--- src/rtl/rps_match_scorer_if.sv ---
// Round-result handshake and score/status bundle between the round judge,
// the match scorer and the display stage.
interface rps_match_scorer_if #(
  parameter int CNT_W = 4
);
  logic             round_valid;
  logic [1:0]       round_result;
  logic             round_ready;
  logic             new_match;
  logic [CNT_W-1:0] p1_score;
  logic [CNT_W-1:0] p2_score;
  logic [CNT_W-1:0] tie_count;
  logic [CNT_W-1:0] invalid_count;
  logic             match_over;
  logic [1:0]       match_winner;
  logic [7:0]       status_code;
  logic [CNT_W-1:0] best_streak;
  logic [1:0]       streak_owner;

  modport master (
    output round_valid, round_result, new_match,
    input  round_ready, p1_score, p2_score, tie_count, invalid_count,
           match_over, match_winner, status_code, best_streak, streak_owner
  );

  modport slave (
    input  round_valid, round_result, new_match,
    output round_ready, p1_score, p2_score, tie_count, invalid_count,
           match_over, match_winner, status_code, best_streak, streak_owner
  );
endinterface

--- src/rtl/rps_match_scorer.sv ---
// First-to-WINS_TO_MATCH stone-paper-scissors match scorer with registered status.
// Define RPS_SCORER_STREAK_EN to build the longest-win-streak tracker.
module rps_match_scorer #(
  parameter int WINS_TO_MATCH = 3,
  parameter int CNT_W         = 4
) (
  input  logic                 clk,
  input  logic                 rst,
  rps_match_scorer_if.slave    bus
);
  typedef enum logic {PLAY = 1'b0, DONE = 1'b1} state_t;

  localparam logic [CNT_W-1:0] WINS    = CNT_W'(WINS_TO_MATCH);
  localparam logic [CNT_W-1:0] CNT_MAX = '1;
  localparam logic [CNT_W-1:0] ONE     = CNT_W'(1);

  state_t           state_reg, state_next;
  logic [CNT_W-1:0] p1_reg, p1_next, p2_reg, p2_next;
  logic [CNT_W-1:0] tie_reg, tie_next, inv_reg, inv_next;
  logic             over_reg, over_next;
  logic [1:0]       winner_reg, winner_next;
  logic [7:0]       status_reg, status_next;
  logic             accept;

  assign bus.round_ready = (state_reg == PLAY) && !bus.new_match;
  assign accept          = bus.round_valid && bus.round_ready;

  always_ff @(posedge clk) begin
    if (rst) begin
      state_reg  <= PLAY;
      p1_reg     <= '0;
      p2_reg     <= '0;
      tie_reg    <= '0;
      inv_reg    <= '0;
      over_reg   <= 1'b0;
      winner_reg <= 2'b00;
      status_reg <= 8'd0;
    end else begin
      state_reg  <= state_next;
      p1_reg     <= p1_next;
      p2_reg     <= p2_next;
      tie_reg    <= tie_next;
      inv_reg    <= inv_next;
      over_reg   <= over_next;
      winner_reg <= winner_next;
      status_reg <= status_next;
    end
  end

  always_comb begin
    state_next  = state_reg;
    p1_next     = p1_reg;
    p2_next     = p2_reg;
    tie_next    = tie_reg;
    inv_next    = inv_reg;
    over_next   = over_reg;
    winner_next = winner_reg;
    status_next = status_reg;
    if (bus.new_match) begin
      state_next  = PLAY;
      p1_next     = '0;
      p2_next     = '0;
      tie_next    = '0;
      inv_next    = '0;
      over_next   = 1'b0;
      winner_next = 2'b00;
      status_next = 8'd0;
    end else if (accept) begin
      case (bus.round_result)
        2'b01: begin
          p1_next     = p1_reg + ONE;
          status_next = 8'd49;
          if (p1_next == WINS) begin
            state_next  = DONE;
            over_next   = 1'b1;
            winner_next = 2'b01;
            status_next = 8'h81;
          end
        end
        2'b10: begin
          p2_next     = p2_reg + ONE;
          status_next = 8'd50;
          if (p2_next == WINS) begin
            state_next  = DONE;
            over_next   = 1'b1;
            winner_next = 2'b10;
            status_next = 8'h82;
          end
        end
        2'b00: begin
          if (tie_reg != CNT_MAX) tie_next = tie_reg + ONE;
          status_next = 8'd0;
        end
        default: begin
          if (inv_reg != CNT_MAX) inv_next = inv_reg + ONE;
          status_next = 8'd63;
        end
      endcase
    end
  end

  assign bus.p1_score      = p1_reg;
  assign bus.p2_score      = p2_reg;
  assign bus.tie_count     = tie_reg;
  assign bus.invalid_count = inv_reg;
  assign bus.match_over    = over_reg;
  assign bus.match_winner  = winner_reg;
  assign bus.status_code   = status_reg;

`ifdef RPS_SCORER_STREAK_EN
  // Current run never exceeds WINS_TO_MATCH, so it cannot overflow CNT_W.
  logic [CNT_W-1:0] cur_reg, cur_next, best_reg, best_next;
  logic [1:0]       cur_own_reg, cur_own_next, own_reg, own_next;

  always_ff @(posedge clk) begin
    if (rst) begin
      cur_reg     <= '0;
      cur_own_reg <= 2'b00;
      best_reg    <= '0;
      own_reg     <= 2'b00;
    end else begin
      cur_reg     <= cur_next;
      cur_own_reg <= cur_own_next;
      best_reg    <= best_next;
      own_reg     <= own_next;
    end
  end

  always_comb begin
    cur_next     = cur_reg;
    cur_own_next = cur_own_reg;
    best_next    = best_reg;
    own_next     = own_reg;
    if (bus.new_match) begin
      cur_next     = '0;
      cur_own_next = 2'b00;
      best_next    = '0;
      own_next     = 2'b00;
    end else if (accept && (bus.round_result == 2'b01 || bus.round_result == 2'b10)) begin
      cur_next     = (cur_own_reg == bus.round_result) ? cur_reg + ONE : ONE;
      cur_own_next = bus.round_result;
      if (cur_next > best_reg) begin
        best_next = cur_next;
        own_next  = bus.round_result;
      end
    end
  end

  assign bus.best_streak  = best_reg;
  assign bus.streak_owner = own_reg;
`else
  assign bus.best_streak  = '0;
  assign bus.streak_owner = 2'b00;
`endif
endmodule

--- src/flat_wrapper.sv ---
// flat-port wrapper written by rule: the top's interface ports become plain ports
module rps_match_scorer_flat 
#(
  parameter int WINS_TO_MATCH = 3,
  parameter int CNT_W         = 4
)
  (clk, rst, bus_round_valid, bus_round_result, bus_new_match, bus_round_ready, bus_p1_score, bus_p2_score, bus_tie_count, bus_invalid_count, bus_match_over, bus_match_winner, bus_status_code, bus_best_streak, bus_streak_owner);
  rps_match_scorer_if #(.CNT_W(CNT_W)) bus_i ();
  input  logic clk;
  input  logic rst;
  input wire logic [$bits(bus_i.round_valid)-1:0] bus_round_valid;
  input wire logic [$bits(bus_i.round_result)-1:0] bus_round_result;
  input wire logic [$bits(bus_i.new_match)-1:0] bus_new_match;
  output wire logic [$bits(bus_i.round_ready)-1:0] bus_round_ready;
  output wire logic [$bits(bus_i.p1_score)-1:0] bus_p1_score;
  output wire logic [$bits(bus_i.p2_score)-1:0] bus_p2_score;
  output wire logic [$bits(bus_i.tie_count)-1:0] bus_tie_count;
  output wire logic [$bits(bus_i.invalid_count)-1:0] bus_invalid_count;
  output wire logic [$bits(bus_i.match_over)-1:0] bus_match_over;
  output wire logic [$bits(bus_i.match_winner)-1:0] bus_match_winner;
  output wire logic [$bits(bus_i.status_code)-1:0] bus_status_code;
  output wire logic [$bits(bus_i.best_streak)-1:0] bus_best_streak;
  output wire logic [$bits(bus_i.streak_owner)-1:0] bus_streak_owner;
  assign bus_i.round_valid = bus_round_valid;
  assign bus_i.round_result = bus_round_result;
  assign bus_i.new_match = bus_new_match;
  assign bus_round_ready = bus_i.round_ready;
  assign bus_p1_score = bus_i.p1_score;
  assign bus_p2_score = bus_i.p2_score;
  assign bus_tie_count = bus_i.tie_count;
  assign bus_invalid_count = bus_i.invalid_count;
  assign bus_match_over = bus_i.match_over;
  assign bus_match_winner = bus_i.match_winner;
  assign bus_status_code = bus_i.status_code;
  assign bus_best_streak = bus_i.best_streak;
  assign bus_streak_owner = bus_i.streak_owner;
  rps_match_scorer #(.WINS_TO_MATCH(WINS_TO_MATCH), .CNT_W(CNT_W)) u_core (.clk(clk), .rst(rst), .bus(bus_i));
endmodule
--- config.mk ---
export PLATFORM = sky130hd
export DESIGN_NAME = rps_match_scorer_flat
export DESIGN_NICKNAME = d
export VERILOG_FILES = /design/src/rtl/rps_match_scorer_if.sv /design/src/rtl/rps_match_scorer.sv /design/src/flat_wrapper.sv
export SDC_FILE = /design/constraint.sdc
export NUM_CORES = 1
export LEC_CHECK = 0
export ABC_AREA = 1
export CELL_PAD_IN_SITES_DETAIL_PLACEMENT = 0
export CELL_PAD_IN_SITES_GLOBAL_PLACEMENT = 2
export CORE_MARGIN = 1
export CORE_UTILIZATION = 23
export DETAILED_ROUTE_END_ITERATION = 16
export PLACE_DENSITY_LB_ADDON = 0.1
export SLEW_MARGIN = 20
export SYNTH_ARGS = -nofsm -noshare
export SYNTH_HDL_FRONTEND = slang
export SYNTH_SLANG_ARGS = --single-unit
--- constraint.sdc ---
create_clock -name clk -period 1.1 [get_ports clk]
set_input_delay 0.22 -clock clk [delete_from_list [all_inputs] [get_ports clk]]
set_output_delay 0.22 -clock clk [all_outputs]
set_load 0.02 [all_outputs]
# Yosys cells after proc, flatten, opt, wreduce, memory -nomap -nowiden

Cells that the tools add are included.

Word-level logic and storage cells: 42
Register bits after elaboration: 27

Mux-type cells: 9
Eq/ne operators: 8
$add $sub $neg: 4
Reductions and logical operators: 12
Bitwise logic cells: 2

Operators by type and width:

| kind                                                   | number |
|---|---|
| one-hot mux 8 bit (3 select lines)                     | 1 |
| adder 4 x 1 -> 4 bit (second input constant)           | 4 |
| 2-to-1 mux 8 bit                                       | 2 |
| == test 4 x 2 -> 1 bit (second input constant)         | 2 |
| inequality test 4 bit (second input constant)          | 2 |
| AND reduction 3 bit                                    | 2 |
| 2-to-1 mux 2 bit                                       | 2 |
| inequality test 2 x 1 -> 1 bit (second input constant) | 2 |
| one-hot mux 2 bit (2 select lines)                     | 1 |
| AND reduction 2 bit                                    | 2 |
| AND reduction 4 bit                                    | 1 |
| OR reduction 3 bit                                     | 1 |
| == test 2 x 1 -> 1 bit (second input constant)         | 1 |
| == test 2 bit (second input constant)                  | 1 |
| logical AND 1 bit                                      | 2 |
| zero test 2 bit                                        | 1 |
| 2-to-1 mux 1 bit                                       | 2 |
| NOT 1 bit                                              | 2 |
| one-hot mux 1 bit (2 select lines)                     | 1 |
| nonzero test 2 bit                                     | 1 |
| OR reduction 2 bit                                     | 1 |
| zero test 1 bit                                        | 1 |

# Depth between registers and ports, before layout

Gate-level depths: netlist (run 1).

Depth in word-level cells: 4
Mapped depth: 11
Mapped depth without buffers: 11

# Worst setup path after synthesis (run 1)

No wires, ideal clock.

Path kind: register -> register
Start: reg u_core.p1_reg[1], in the netlist u_core.bus.p1_score[1]
End: reg u_core.winner_reg[1], in the netlist u_core.bus.match_winner[1]
Required time: 0.976 ns
Arrival: 1.284 ns
Clock period less this slack: 1.408 ns
Stages on the path, launching flop included: 11
Slack: -0.308 ns
Path buffers: 0
Path through: dfxtp_1 ha_1 inv_1 nand2_1 nand2_1 nor2_1 nand2_1 nand2_1 nand3_1 nand2_1 a21oi_1

Word-level cells in the longest chain between the ends: 4

RTL lines:

| what                                            | line                   | RTL |
|---|---|---|
| start: declaration                              | rps_match_scorer.sv:18 | `logic [CNT_W-1:0] p1_reg, p1_next, p2_reg, p2_next;` |
| start signal: assignment                        | rps_match_scorer.sv:40 | `p1_reg <= p1_next;` |
| adder 4 x 1 -> 4 bit                            | rps_match_scorer.sv:71 | `p1_next = p1_reg + ONE;` |
| == test 4 x 2 -> 1 bit                          | rps_match_scorer.sv:73 | `if (p1_next == WINS) begin` |
| inequality test 2 x 1 -> 1 bit (no source line) | n/a                    |  |
| AND reduction 4 bit (no source line)            | n/a                    |  |
| end signal: assignment                          | rps_match_scorer.sv:45 | `winner_reg <= winner_next;` |
| end: declaration                                | rps_match_scorer.sv:21 | `logic [1:0] winner_reg, winner_next;` |

No other way between the ends.
A chain may end at the register's enable or synchronous reset.

# Worst setup path after layout (run 1)

Ends and elaborated chain as after synthesis.

==> results.py, run 1 <==
metrics = {
    "cts": {
        "cts_root_buf": "clkbuf_8",
        "h-tree-depth": 1,
        "insertion_delay_ns": 0.27,
        "cts.sinks": 24,
        "clock_path_buffers": 2,
        "cts_tree": "done",
        "cts_buffers": 3,
        "path_clk_slew_ns": 0.09,
    },
    "worst_setup_path": {
        "crit_type": "flip-flop to flip-flop",
        "crit_start": "u_core.bus.p1_score[1]$_SDFFE_PP0P_",
        "rr_startpoint": "u_core.bus.p1_score[1]$_SDFFE_PP0P_",
        "crit_path_cell_trace": "ha_4 -> nand2_1 -> nand2_2 -> nor2_1 -> nand2_1 -> nand2_2 -> nand3_2 -> nand2_1 -> a21oi_1",
        "cp-start-kind": "flip-flop",
        "path_buf_inv": 0,
        "cp_data_arrival_time_ns": 1.43,
        "worstPathRequired_ns": 1.25,
        "critPathTopFamily": "simple AND/OR/NAND/NOR gates",
        "cp-end-kind": "flip-flop",
        "crit_top_cell": "nand2_1",
        "crit_slowest_cell": "dfxtp_4",
        "slowest_delay_ns": 0.38,
        "cp_max_fo": 6,
    },
    "global_route": {
        "grt_usage": 0.109,
        "grtUsageMet1": 0.145,
        "busiest_layer": "met2",
        "grt_max_degree": 14,
        "met2_usage": 0.173,
        "grtUsageMet3": 0.0212,
        "gr-total-overflow": 0,
        "grt_antenna_before_repair": 0,
        "grt_pass1_wl_um": 5170,
        "grt_pass1_vias": 1128,
    },
    "power_and_ir_drop": {
        "power_density_nw_per_um2": 887,
        "p_sw_w": 0.000457,
        "p_total_w": 0.00173,
        "swShare": 0.264,
        "leakage_nw": 0.926,
        "seqPwrFrac": 0.504,
        "power.share.clock": 0.360,
        "intPower_w": 0.00127,
        "max-vdd-ir-drop_mv": 0.342,
        "power_frac_comb": 0.136,
    },
    "final_layout": {
        "multiInputGateArea_sq_um": 758,
        "syn_to_final_growth_pct": 48.0,
        "fin_cells": 307,
        "drive_gt1_frac": 0.430,
        "fin_area_sq_um": 1950,
        "regArea_sq_um": 517,
        "diodes": 0,
        "nets": 253,
        "num-fill-cells": 597,
    },
    "routing": {
        "drt_iter0_markers": 25,
        "drc": 0,
        "drtPass1Iterations": 4,
        "dr_total_vias": 1273,
        "routedWlPerCell_um": 10.4,
        "viasPerCell": 4.15,
        "drt_wl_total_um": 3200,
        "ant_nets": 0,
    },
    "floorplanning": {
        "core.rowCount": 27,
        "die-area_sq_um": 6040,
        "die_h_um": 77.7,
        "start_util": 0.239,
        "ioPinCount": 40,
        "core_area_sq_um": 5510,
        "die_w_um": 77.7,
    },
    "hold_path": {
        "min_path_type": "flip-flop to flip-flop",
        "hold_start": "u_core.bus.match_winner[1]$_SDFFE_PP0P_",
    },
    "status": {
        "status": "complete, but fails checks",
        "failed_checks": "negative setup slack",
    },
    "logic_synthesis": {
        "synth_cell_type_count": 26,
        "syn_inst": 172,
        "synth-seq-cells": 24,
        "synth_area_per_cell_sq_um": 7.67,
        "netlist_area_sq_um": 1320,
        "synth_warnings": 0,
        "yosysSeqAreaShare": 0.364,
    },
    "timing": {
        "fin_crit_sh": 1.16,
        "setup_ws_ns": -0.180,
        "period_minus_slack_ns": 1.28,
        "setup_violations": 26,
        "finalMaxSlewViolations": 0,
        "final.setup_skew_ns": 0.00199,
        "hold_violations": 0,
        "grt_setup_unrepaired": "yes",
        "fmax_ghz": 0.781,
    },
    "place": {
        "dp_cells": 301,
        "io_buffers": 32,
        "place_area_sq_um": 1980,
        "gp_congestion": 0.732,
        "dpl.hpwl_um": 2510,
    },
    "flow_run": {
        "cap_violations": 0,
    },
}
==> what timing repair did <==
item	CTS	global route
cloned	0	0
setup endpoints to repair	51	28
pin swaps	5	4
hold buffers	0	0
setup buffers	2	0
resized for setup	110	8
==> registers in the layout, indices dropped and copies added (netlist names) <==
name / count
u_core.bus.status_code: 5
u_core.bus.match_winner: 2
u_core.bus.p1_score: 4
u_core.bus.match_over: 1
u_core.bus.invalid_count: 4
u_core.bus.p2_score: 4
u_core.bus.tie_count: 4
==> power groups by stage <==
stage          Combinational [W]  Clock, W  Sequential [W]
6_report                0.000235  0.000624        0.000872
5_1_grt                 0.000262  0.000697        0.000874
4_1_cts                 0.000236  0.000669        0.000872
3_5_place_dp            0.000247         0        0.000893
3_3_place_gp            0.000244         0        0.000893
2_1_floorplan           0.000139         0        0.000907
==> stage by stage <==
step | hold slack, ns | setup slack, ns | TNS [ns] | util
floorplan | 0.431 | -0.106 | -0.866 | -
global placement | 0.469 | -0.568 | -13.24 | 0.359
detailed placement | 0.461 | -0.584 | -13.70 | 0.359
CTS | 0.481 | -0.208 | -2.83 | 0.353
global route | 0.516 | -0.298 | -5.25 | 0.354
finish | 0.489 | -0.180 | -2.95 | 0.354
==> layout make-up <==
class                      instances  area share
tap                               72      0.0462
sequential                        24       0.265
multi-input combinational        117       0.388
clock buffer                       4      0.0282
timing repair buffer              63       0.218
inverter                          27      0.0545
==> metal layers <==
layer	routed length, um	share of wire
met1	1630	0.51
met2	1410	0.44
met3	127	0.040
met4	30	0.0094
met5	0	0
==> synthesized netlist by cell type <==
| library cell | instances | area (sq um) |
|---|---|---|
| nand4_1 | 4 | 25.0 |
| and3_1 | 2 | 12.5 |
| buf_4 | 9 | 67.6 |
| conb_1 | 1 | 3.75 |
| nor3_2 | 1 | 10.0 |
| clkinv_4 | 1 | 8.76 |
| nor3_1 | 1 | 5.00 |
| nand2_4 | 1 | 11.3 |
| xnor2_1 | 1 | 8.76 |
| nand2_1 | 28 | 105 |
| o211ai_1 | 1 | 7.51 |
| nand3_1 | 8 | 40.0 |
| nor2_4 | 2 | 22.5 |
| o21ai_0 | 14 | 70.1 |
| a21oi_1 | 15 | 75.1 |
| dfxtp_1 | 24 | 480 |
| buf_2 | 1 | 5.00 |
| nand2_2 | 1 | 6.26 |
| nor2_2 | 1 | 6.26 |
| nor2_1 | 13 | 48.8 |
| a31oi_1 | 3 | 18.8 |
| nand3_4 | 2 | 35.0 |
| nand3_2 | 1 | 10.0 |
| inv_1 | 24 | 90.1 |
| ha_1 | 11 | 138 |
| inv_2 | 2 | 7.51 |
==> cells by family (layout without fill, tap and decap cells) <==
family,after synthesis,after routing,share of synthesized area
AND/OR/NAND/NOR,65,65,0.256
flip-flops,24,24,0.364
adder cells (fa/ha/maj),11,11,0.104
XOR/XNOR,1,1,0.00664
buffers and inverters,37,94,0.136
other,1,7,0.00284
AO/OA/AOI/OAI,33,33,0.130
==> layout by cell type, fill, tap and decap left out, types with 3 or more instances in the layout <==
cell type        synthesis  layout
o21ai_1                  0       6
ha_1                    11       9
clkdlybuf4s50_1          0       3
nor2_1                  13      10
a31oi_1                  3       3
inv_1                   24      22
dlygate4sd2_1            0       4
o21ai_0                 14       8
nand3_2                  1       5
conb_1                   1       7
nand2_1                 28      22
buf_4                    9      32
dfxtp_1                 24      13
dfxtp_4                  0       9
buf_2                    1      24
nand4_1                  4       4
inv_2                    2       4
a21oi_1                 15      14
clkbuf_8                 0       4
nor2_2                   1       4
nand3_1                  8       4
nand2_2                  1       6
==> final timing paths <==
path                                                                 to  slack, ns  cells past startpoint
worst min-delay path            u_core.bus.match_winner[1]$_SDFFE_PP0P_       0.49                      2
worst min register to register  u_core.bus.match_winner[1]$_SDFFE_PP0P_       0.49                      2
worst max register to register  u_core.bus.match_winner[1]$_SDFFE_PP0P_      -0.18                      9
worst max-delay path            u_core.bus.match_winner[1]$_SDFFE_PP0P_      -0.18                      9
==> worst register-to-register path, cell delays in order (launching register included) <==
cell and delay [ns]:
dfxtp_4 0.38, ha_4 0.16, nand2_1 0.09, nand2_2 0.05
nor2_1 0.09, nand2_1 0.09, nand2_2 0.10, nand3_2 0.09
nand2_1 0.07, a21oi_1 0.06
(Power assumes the default switching activity.)
==> inputs of run 2 (changes only) <==
Settings changed: TNS_END_PERCENT set to 30.
==> run 2 against run 1 <==
Net effect:
- the flow still finishes with violations (negative setup slack)
- power shrank 3.5%
- setup slack got worse by 0.0050 ns
- sequential share of layout area fell by 0.96 points
- via count up 1.5%
- final cell count unchanged
- sequential cell count stayed put
- non-clock buffer count did not move
- critical endpoint is now u_core.bus.match_winner[0]$_SDFFE_PP0P_
- largest power group unchanged
==> results.py, run 2 (synthesized netlist as in run 1, its figures left out) <==
metrics = {
    "worst_setup_path": {
        "r2r_slack_ns": -0.19,
        "cp_max_fo": 4,
        "cp_data_arrival_time_ns": 1.50,
        "worstPathRequired_ns": 1.31,
        "cp-end-kind": "flip-flop",
        "cp-start-kind": "flip-flop",
        "crit_type": "flip-flop to flip-flop",
    },
    "final_layout": {
        "diodes": 0,
        "syn_to_final_growth_pct": 53.6,
        "final_common_cell": "buf_4",
        "final_cell_mix": "buf_4 (31), buf_2 (25), inv_1 (22)",
        "regArea_sq_um": 517,
        "num-fill-cells": 597,
        "multiInputGateArea_sq_um": 822,
        "nets": 253,
        "fin_area_sq_um": 2030,
        "drive_gt1_frac": 0.477,
        "largest_reg_flops": 5,
    },
    "power_and_ir_drop": {
        "p_total_w": 0.00167,
        "seqPwrFrac": 0.523,
        "power.share.clock": 0.325,
        "swShare": 0.269,
        "max-vdd-ir-drop_mv": 0.391,
        "intPower_w": 0.00122,
        "power_frac_comb": 0.152,
        "power_density_nw_per_um2": 825,
        "p_sw_w": 0.000449,
        "leakage_nw": 0.913,
    },
    "cts": {
        "clock_path_buffers": 2,
        "cts_buffers": 3,
        "cts_root_buf": "clkbuf_8",
        "cts_hold_buffers": 0,
        "path_clk_slew_ns": 0.09,
        "h-tree-depth": 1,
        "cts.sinks": 24,
        "cts_tree": "done",
        "insertion_delay_ns": 0.27,
    },
    "global_route": {
        "gr-total-overflow": 0,
        "grt_usage": 0.113,
        "grt_pass1_wl_um": 5430,
        "grt_antenna_before_repair": 0,
        "grt_pass1_vias": 1192,
        "grt_max_degree": 14,
    },
    "place": {
        "io_buffers": 32,
        "gp_congestion": 0.767,
        "place_area_sq_um": 1940,
        "dpl.hpwl_um": 2450,
    },
    "routing": {
        "ant_nets": 0,
        "drc": 0,
        "routedWlPerCell_um": 10.9,
        "drt_iter0_markers": 26,
        "viasPerCell": 4.21,
        "drt_wl_total_um": 3340,
        "dr_total_vias": 1292,
        "drtPass1Iterations": 4,
    },
    "floorplanning": {
        "die-area_sq_um": 6040,
        "core.rowCount": 27,
        "ioPinCount": 40,
        "start_util": 0.239,
        "core_area_sq_um": 5510,
        "die_h_um": 77.7,
        "die_w_um": 77.7,
    },
    "status": {
        "status": "complete, but fails checks",
        "failed_checks": "negative setup slack",
    },
    "timing": {
        "fmax_ghz": 0.778,
        "final.setup_skew_ns": 0.0111,
        "fin_crit_sh": 1.17,
        "setup_violations": 17,
        "hold_violations": 0,
        "finalMaxSlewViolations": 0,
        "period_minus_slack_ns": 1.29,
        "grt_setup_unrepaired": "yes",
        "fin_tns_setup_ns": -1.33,
        "setup_ws_ns": -0.185,
    },
    "hold_path": {
        "min_path_type": "input port to flip-flop",
    },
    "flow_run": {
        "cap_violations": 0,
    },
}
## run 2: changes by cell type in the layout (fill, tap and decap cells not counted), sizes merged
cell           change
dlymetal6s2s       +1
clkdlybuf4s50      -1
buf                +2
dlygate4sd2        -2
## run 2: power groups by stage
stage	logic, W	clock network, W	registers [W]
3_3_place_gp	0.000238	0	0.000898
4_1_cts	0.000234	0.000567	0.000878
2_1_floorplan	0.000138	0	0.000911
3_5_place_dp	0.000240	0	0.000898
6_report	0.000255	0.000543	0.000873
5_1_grt	0.000282	0.000612	0.000876
## run 2: stage by stage
| stage | std cells | hold slack [ns] | util | setup slack (ns) |
|---|---|---|---|---|
| finish | 307 | 0.493 | 0.368 | -0.185 |
| global route | 307 | 0.514 | 0.368 | -0.313 |
| CTS | 301 | 0.504 | 0.350 | -0.229 |
| detailed placement | 297 | 0.483 | 0.352 | -0.615 |
| global placement | 297 | 0.470 | 0.352 | -0.565 |
| floorplan | 178 | 0.431 | - | -0.106 |
## run 2: what timing repair did
action | CTS | global route
pin swaps | 4 | 13
resized for setup | 110 | 42
setup buffers | 0 | 6
endpoints found under the setup margin | 51 | 37
hold endpoints to repair | 0 | 0
## run 2: final timing paths
check                                          from                                      end  cells after the start
max             u_core.bus.p1_score[1]$_SDFFE_PP0P_  u_core.bus.match_winner[0]$_SDFFE_PP0P_                     11
min                                   bus_new_match  u_core.bus.match_winner[0]$_SDFFE_PP0P_                      5
max reg2reg     u_core.bus.p1_score[1]$_SDFFE_PP0P_  u_core.bus.match_winner[0]$_SDFFE_PP0P_                     11
min reg2reg  u_core.bus.status_code[3]$_SDFFE_PP0N_   u_core.bus.status_code[3]$_SDFFE_PP0N_                      2
## run 2: cell type report
cell class / instances / share of cell area
clock buffers: 4 / 0.0222
multi-input cells: 117 / 0.406
well taps: 72 / 0.0445
flip-flops and latches: 24 / 0.255
repair buffers: 63 / 0.212
inverters: 27 / 0.0599
## run 2: critical path, cell delays in order (launching register included)
cell	delay [ns]
dfxtp_4	0.39
ha_4	0.14
inv_2	0.03
nand2_2	0.05
nand2_2	0.06
nor2_4	0.11
nand2_2	0.08
nand2_4	0.09
nand3_4	0.07
nand2_1	0.08
inv_1	0.04
nor2_1	0.09
## run 2: metal layers
layer  wire length (um)  vias to the layer above  track usage
li1                   -                      670            -
met1               1600                      589        0.159
met2               1570                       31        0.171
met3                144                        2       0.0212
met4                 26                        0       0.0396
met5                  0                        -            0
